**src/rtl/cdb_wb_arbiter.sv**
```systemverilog
// Writeback / CDB arbiter: each execute unit has a small private result queue, and a
// round-robin arbiter drains one queue head per cycle onto the shared broadcast slot.
// A flush from the ROB discards everything still queued.
module cdb_wb_arbiter #(
   parameter int NUM_REQ   = 3,
   parameter int DEPTH     = 2,
   parameter int ROB_IDX_W = 3,
   parameter int PAYLOAD_W = 64
) (
   input  logic                           clk,
   input  logic                           rst_n,
   input  logic                           flush,
   input  logic [NUM_REQ-1:0]             req_valid,
   output logic [NUM_REQ-1:0]             req_ready,
   input  logic [NUM_REQ*ROB_IDX_W-1:0]   req_rob_idx,
   input  logic [NUM_REQ*PAYLOAD_W-1:0]   req_payload,
   output logic                           cdb_valid,
   output logic [$clog2(NUM_REQ)-1:0]     cdb_src,
   output logic [ROB_IDX_W-1:0]           cdb_rob_idx,
   output logic [PAYLOAD_W-1:0]           cdb_payload,
   output logic [15:0]                    conflict_cnt
);

   localparam int SRC_W = $clog2(NUM_REQ);
   localparam int PTR_W = $clog2(DEPTH);
   localparam int CNT_W = $clog2(DEPTH + 1);
   localparam logic [CNT_W-1:0] DEPTH_C  = CNT_W'(DEPTH);
   localparam logic [SRC_W-1:0] LAST_SRC = SRC_W'(NUM_REQ - 1);

   // Queue control state (reset) and queue storage (not reset; guarded by count).
   logic [CNT_W-1:0]     count [NUM_REQ];
   logic [PTR_W-1:0]     head  [NUM_REQ];
   logic [PTR_W-1:0]     tail  [NUM_REQ];
   logic [ROB_IDX_W-1:0] rob_mem [NUM_REQ][DEPTH];
   logic [PAYLOAD_W-1:0] pay_mem [NUM_REQ][DEPTH];
   logic [SRC_W-1:0]     rr_ptr;

   logic [NUM_REQ-1:0]   nonempty;
   logic [NUM_REQ-1:0]   push;
   logic [NUM_REQ-1:0]   pop;
   logic [SRC_W-1:0]     grant;
   logic                 any_pending;

   // Counter increment that sticks at all-ones instead of wrapping.
   function automatic logic [15:0] sat_inc16(input logic [15:0] v);
      return (v == 16'hFFFF) ? v : v + 16'd1;
   endfunction

   // True when at least two bits of the vector are set.
   function automatic logic multi_set(input logic [NUM_REQ-1:0] v);
      return |(v & (v - 1'b1));
   endfunction

   // Occupancy flags, accept handshake and push qualification per unit.
   always_comb begin
      nonempty  = '0;
      req_ready = '0;
      push      = '0;
      for (int i = 0; i < NUM_REQ; i++) begin
         nonempty[i]  = (count[i] != '0);
         req_ready[i] = (count[i] != DEPTH_C) && !flush;
         push[i]      = req_valid[i] && req_ready[i];
      end
   end

   // Round-robin scan starting at rr_ptr; first non-empty queue wins.
   always_comb begin
      int idx;
      idx         = 0;
      any_pending = 1'b0;
      grant       = '0;
      for (int k = 0; k < NUM_REQ; k++) begin
         idx = int'(rr_ptr) + k;
         if (idx >= NUM_REQ) idx = idx - NUM_REQ;
         if (!any_pending && nonempty[idx]) begin
            any_pending = 1'b1;
            grant       = SRC_W'(idx);
         end
      end
   end

   // Broadcast the granted head; all fields are zero when nothing is broadcast.
   always_comb begin
      cdb_valid   = any_pending && !flush;
      cdb_src     = '0;
      cdb_rob_idx = '0;
      cdb_payload = '0;
      pop         = '0;
      if (cdb_valid) begin
         cdb_src     = grant;
         cdb_rob_idx = rob_mem[grant][head[grant]];
         cdb_payload = pay_mem[grant][head[grant]];
         pop[grant]  = 1'b1;
      end
   end

   // Queue pointers/counts, round-robin pointer and conflict counter.
   always_ff @(posedge clk or negedge rst_n) begin
      if (!rst_n) begin
         for (int i = 0; i < NUM_REQ; i++) begin
            count[i] <= '0;
            head[i]  <= '0;
            tail[i]  <= '0;
         end
         rr_ptr       <= '0;
         conflict_cnt <= '0;
      end else if (flush) begin
         for (int i = 0; i < NUM_REQ; i++) begin
            count[i] <= '0;
            head[i]  <= '0;
            tail[i]  <= '0;
         end
         rr_ptr <= '0;
      end else begin
         for (int i = 0; i < NUM_REQ; i++) begin
            if (push[i]) tail[i] <= tail[i] + 1'b1;
            if (pop[i])  head[i] <= head[i] + 1'b1;
            case ({push[i], pop[i]})
               2'b10:   count[i] <= count[i] + 1'b1;
               2'b01:   count[i] <= count[i] - 1'b1;
               default: count[i] <= count[i];
            endcase
         end
         if (cdb_valid) rr_ptr <= (grant == LAST_SRC) ? '0 : grant + 1'b1;
         if (multi_set(nonempty)) conflict_cnt <= sat_inc16(conflict_cnt);
      end
   end

   // Result storage written at the tail slot on an accepted push.
   always_ff @(posedge clk) begin
      for (int i = 0; i < NUM_REQ; i++) begin
         if (push[i]) begin
            rob_mem[i][tail[i]] <= req_rob_idx[i*ROB_IDX_W +: ROB_IDX_W];
            pay_mem[i][tail[i]] <= req_payload[i*PAYLOAD_W +: PAYLOAD_W];
         end
      end
   end

   // A full queue never accepts a push.
   for (genvar g = 0; g < NUM_REQ; g++) begin : g_chk
      a_no_push_full: assert property (@(posedge clk) disable iff (!rst_n)
         push[g] |-> (count[g] != DEPTH_C));
   end

   // Only one queue is popped per cycle.
   a_one_grant: assert property (@(posedge clk) disable iff (!rst_n) $onehot0(pop));

   // A broadcast always comes from a queue that holds a result.
   a_grant_nonempty: assert property (@(posedge clk) disable iff (!rst_n)
      cdb_valid |-> nonempty[grant]);

endmodule

```
**config.mk**
```make
export PLATFORM = sky130hd
export DESIGN_NAME = cdb_wb_arbiter
export DESIGN_NICKNAME = d
export VERILOG_FILES = /design/src/rtl/cdb_wb_arbiter.sv
export SDC_FILE = /design/constraint.sdc
export NUM_CORES = 1
export LEC_CHECK = 0
export BUFFER_PORTS_ARGS = -buffer_cell sky130_fd_sc_hd__buf_2
export CORE_MARGIN = 2
export CORE_UTILIZATION = 56
export CTS_CLUSTER_SIZE = 24
export DETAILED_ROUTE_END_ITERATION = 8
export PLACE_DENSITY_LB_ADDON = 0.08
export SETUP_SLACK_MARGIN = 0.15
export SYNTH_ARGS = -nofsm -noshare
export SYNTH_HDL_FRONTEND = slang
export SYNTH_SLANG_ARGS = --single-unit
```
**constraint.sdc**
```tcl
create_clock -name clk -period 5.5 [get_ports clk]
set_clock_uncertainty 0.1 [all_clocks]
set_input_delay 0.825 -clock clk [delete_from_list [all_inputs] [get_ports clk]]
set_output_delay 0.825 -clock clk [all_outputs]
set_load 0.005 [all_outputs]
```
==> impl_metrics.json <==
{
  "status": "finished, final reports clean",
  "wl_met2_um": 22100,
  "max_slew_margin": 0.179,
  "cap_violations": 0,
  "worstPathRequired_ns": 4.58,
  "period_needed_ns": 4.97,
  "critPathArrivalTime_ns": 4.04,
  "rows": 65,
  "fmax_ghz": 0.201,
  "fin_nets": 1777,
  "synth-main-ff-cell": "edfxtp_1",
  "synth_top_area_cell": "edfxtp_1",
  "drt_iter0_markers": 1201,
  "cts_tree": "done",
  "grt_max_degree": 163,
  "clkLatencyLatePin_ns": 0.55,
  "cts_buffer_depth": 3,
  "synthTopCellsByArea": "edfxtp_1, nand3_1, dfrtp_1",
  "cts_setup_buffers": 0,
  "wirelength_um": 46400,
  "gp_congestion": 0.817,
  "p_seq_frac": 0.342,
  "switching_power_mw": 4.63,
  "r2r_cells": 8,
  "grt_pass1_wl_um": 70300,
  "fp.coreArea_um2": 31500,
  "internal-power_mw": 7.33,
  "die-width_um": 183,
  "cts.sinks": 432,
  "endpoint_kind": "output port",
  "syn_area_per_cell_um2": 13.6,
  "reg2reg_from": "rr_ptr[0]",
  "numCtsBuffers": 45,
  "ios": 296,
  "htreeDepth": 2,
  "async_reset_ff_frac": 0.0694,
  "power_density_nw_per_um2": 567,
  "grtUsageTotal": 0.277,
  "io_buffers": 295,
  "worst_pin_slew_ns": 1.23,
  "tns_ns": 0,
  "dieArea_um2": 33300,
  "rsz0062_at_grt": "false",
  "p_comb_frac": 0.418,
  "worstSetupStartpointType": "flop",
  "synth_area_um2": 17900,
  "highest_layer": "met5",
  "cts-root-buf": "clkbuf_16",
  "dr_total_vias": 12484,
  "syn_nets": 1523,
  "area_delta_synth_final_pct": 18.2,
  "grt-ovfl-total": 0,
  "final_util": 0.671,
  "clk_pin_slew_worst_paths_ns": 0.06,
  "synth_commonest_cells": "edfxtp_1, nand3_1, clkbuf_1, nand2_1, nor2_1",
  "crit_type": "flop to output port",
  "path_max_fanout": 81,
  "r2r_end": "count[1]",
  "peakVddDrop_v": 0.000716,
  "clkPwrFrac": 0.240,
  "yosys.area.top_type_share": 0.676,
  "dp_hpwl_um": 26700,
  "yosysMostFrequentCell": "edfxtp_1",
  "hold_viol": 0,
  "yosysWarnings": 0,
  "die_h_um": 183,
  "avgRoutedWirePerCell_um": 23.1,
  "finalSetupViolCount": 0,
  "wl_met1_um": 19000,
  "synth_seq_cells": 432,
  "ys_seq_area_frac": 0.718,
  "drive_above_1_share": 0.246,
  "firstDrtPassIters": 7,
  "syn_inst": 1312,
  "fillers": 2340,
  "yosysUniqueCellTypes": 50,
  "initial_core_util": 0.567,
  "p_leak_nw": 7.66,
  "swShare": 0.387,
  "grt_pass1_vias": 12296,
  "ant_nets": 0,
  "ff2ff_setup_slack_ns": 2.20,
  "synth_edf_count": 402,
  "route.met3.wl_um": 4120,
  "drv_slew": 0,
  "viasPerCell": 6.21,
  "antenna_found_initial": 22,
  "hold_class": "input pin to async pin",
  "drcViolationCount": 0,
  "min_period_over_period": 0.903
}
registers in the layout, indices dropped and copies added (netlist names):
name,flops
conflict_cnt,16
count,6
head,3
pay_mem,384
rob_mem,18
rr_ptr,2
tail,3
placed cells by master (no fill, tap or decap), drive strengths merged, types with 9 or more instances in the layout:
cell	n
nand2	85
inv	15
a21boi	68
clkinv	13
o211ai	68
dfrtp	30
clkbuf	57
edfxtp	402
diode	11
o21ai	80
a311o	68
xnor2	17
a21oi	9
buf	318
nor2	83
nand3	211
cell type report:
cell class | count | area [um^2] | area share
Clock buffer | 57 | 1170 | 0.0555
Inverter | 11 | 41.3 | 0.00196
Multi-Input combinational cell | 758 | 4650 | 0.220
Sequential cell | 432 | 12800 | 0.607
Antenna cell | 11 | 27.5 | 0.00130
Tap cell | 402 | 503 | 0.0238
Timing Repair Buffer | 318 | 1690 | 0.0801
Clock inverter | 22 | 201 | 0.00954
worst max-delay path by stage:
| stage | startpoint | endpoint | slack [ns] | cells after the start |
|---|---|---|---|---|
| global route | rr_ptr[0] | cdb_payload[63] | 0.30 | 10 |
| finish | rr_ptr[0] | cdb_payload[36] | 0.53 | 9 |
| detailed placement | rr_ptr[0] | cdb_payload[63] | 1.02 | 10 |
| floorplan | flush | pay_mem[1][100] | 0.74 | 4 |
| CTS | rr_ptr[0] | cdb_payload[63] | 0.41 | 10 |
| global placement | rr_ptr[0] | cdb_payload[63] | 1.07 | 10 |
kinds of logic after synthesis:
| group | count (synthesis) | synth area share |
|---|---|---|
| buffers and inverters | 122 | 0.0272 |
| adder cells (fa/ha/maj) | 5 | 0.00336 |
| AO/OA/AOI/OAI | 315 | 0.132 |
| multiplexers | 2 | 0.00112 |
| AND/OR/NAND/NOR | 414 | 0.108 |
| flip-flops | 432 | 0.718 |
| XOR/XNOR | 22 | 0.0108 |
per-stage QoR:
step           power (mW)  hold WS [ns]  cells  cell area [um^2]  setup slack, ns
3_5_place_dp         9.12         0.374   1921             19700             1.02
6_report             12.0         0.230   2011             21100            0.534
5_1_grt              12.6         0.269   2006             21100            0.303
3_3_place_gp         9.03         0.373   1921             19700             1.07
4_1_cts              12.0         0.229   2000             21100            0.415
2_1_floorplan        7.48         0.342   1312             17900            0.739
power by group through the flow:
stage               sequential [mW]  clock [mW]  combinational (mW)
floorplan                      4.13           0                3.35
global placement               4.14           0                4.89
detailed placement             4.15           0                4.97
CTS                            4.09        2.92                4.99
global route                   4.11        3.04                5.47
finish                         4.09        2.87                5.01
critical path, stage by stage, from the launching register on:
cell	delay [ns]
dfrtp_1	0.37
inv_1	0.07
ha_1	0.44
a211oi_1	0.54
o21a_4	0.23
buf_4	0.69
nand3_1	0.18
a311o_1	0.39
a21boi_0	0.37
buf_2	0.20
routing by layer:
metal / vias up / global-route usage
met3: 107 / 0.0682
met2: 575 / 0.445
li1: 5627 / -
met4: 24 / 0.0913
met1: 6151 / 0.373
met5: - / 0
what timing repair did:
item | CTS | global route
endpoints found under the setup margin | 0 | 2
resized for setup | 0 | 1
hold buffers | 0 | 0
Power figures use the tool's default switching activity.
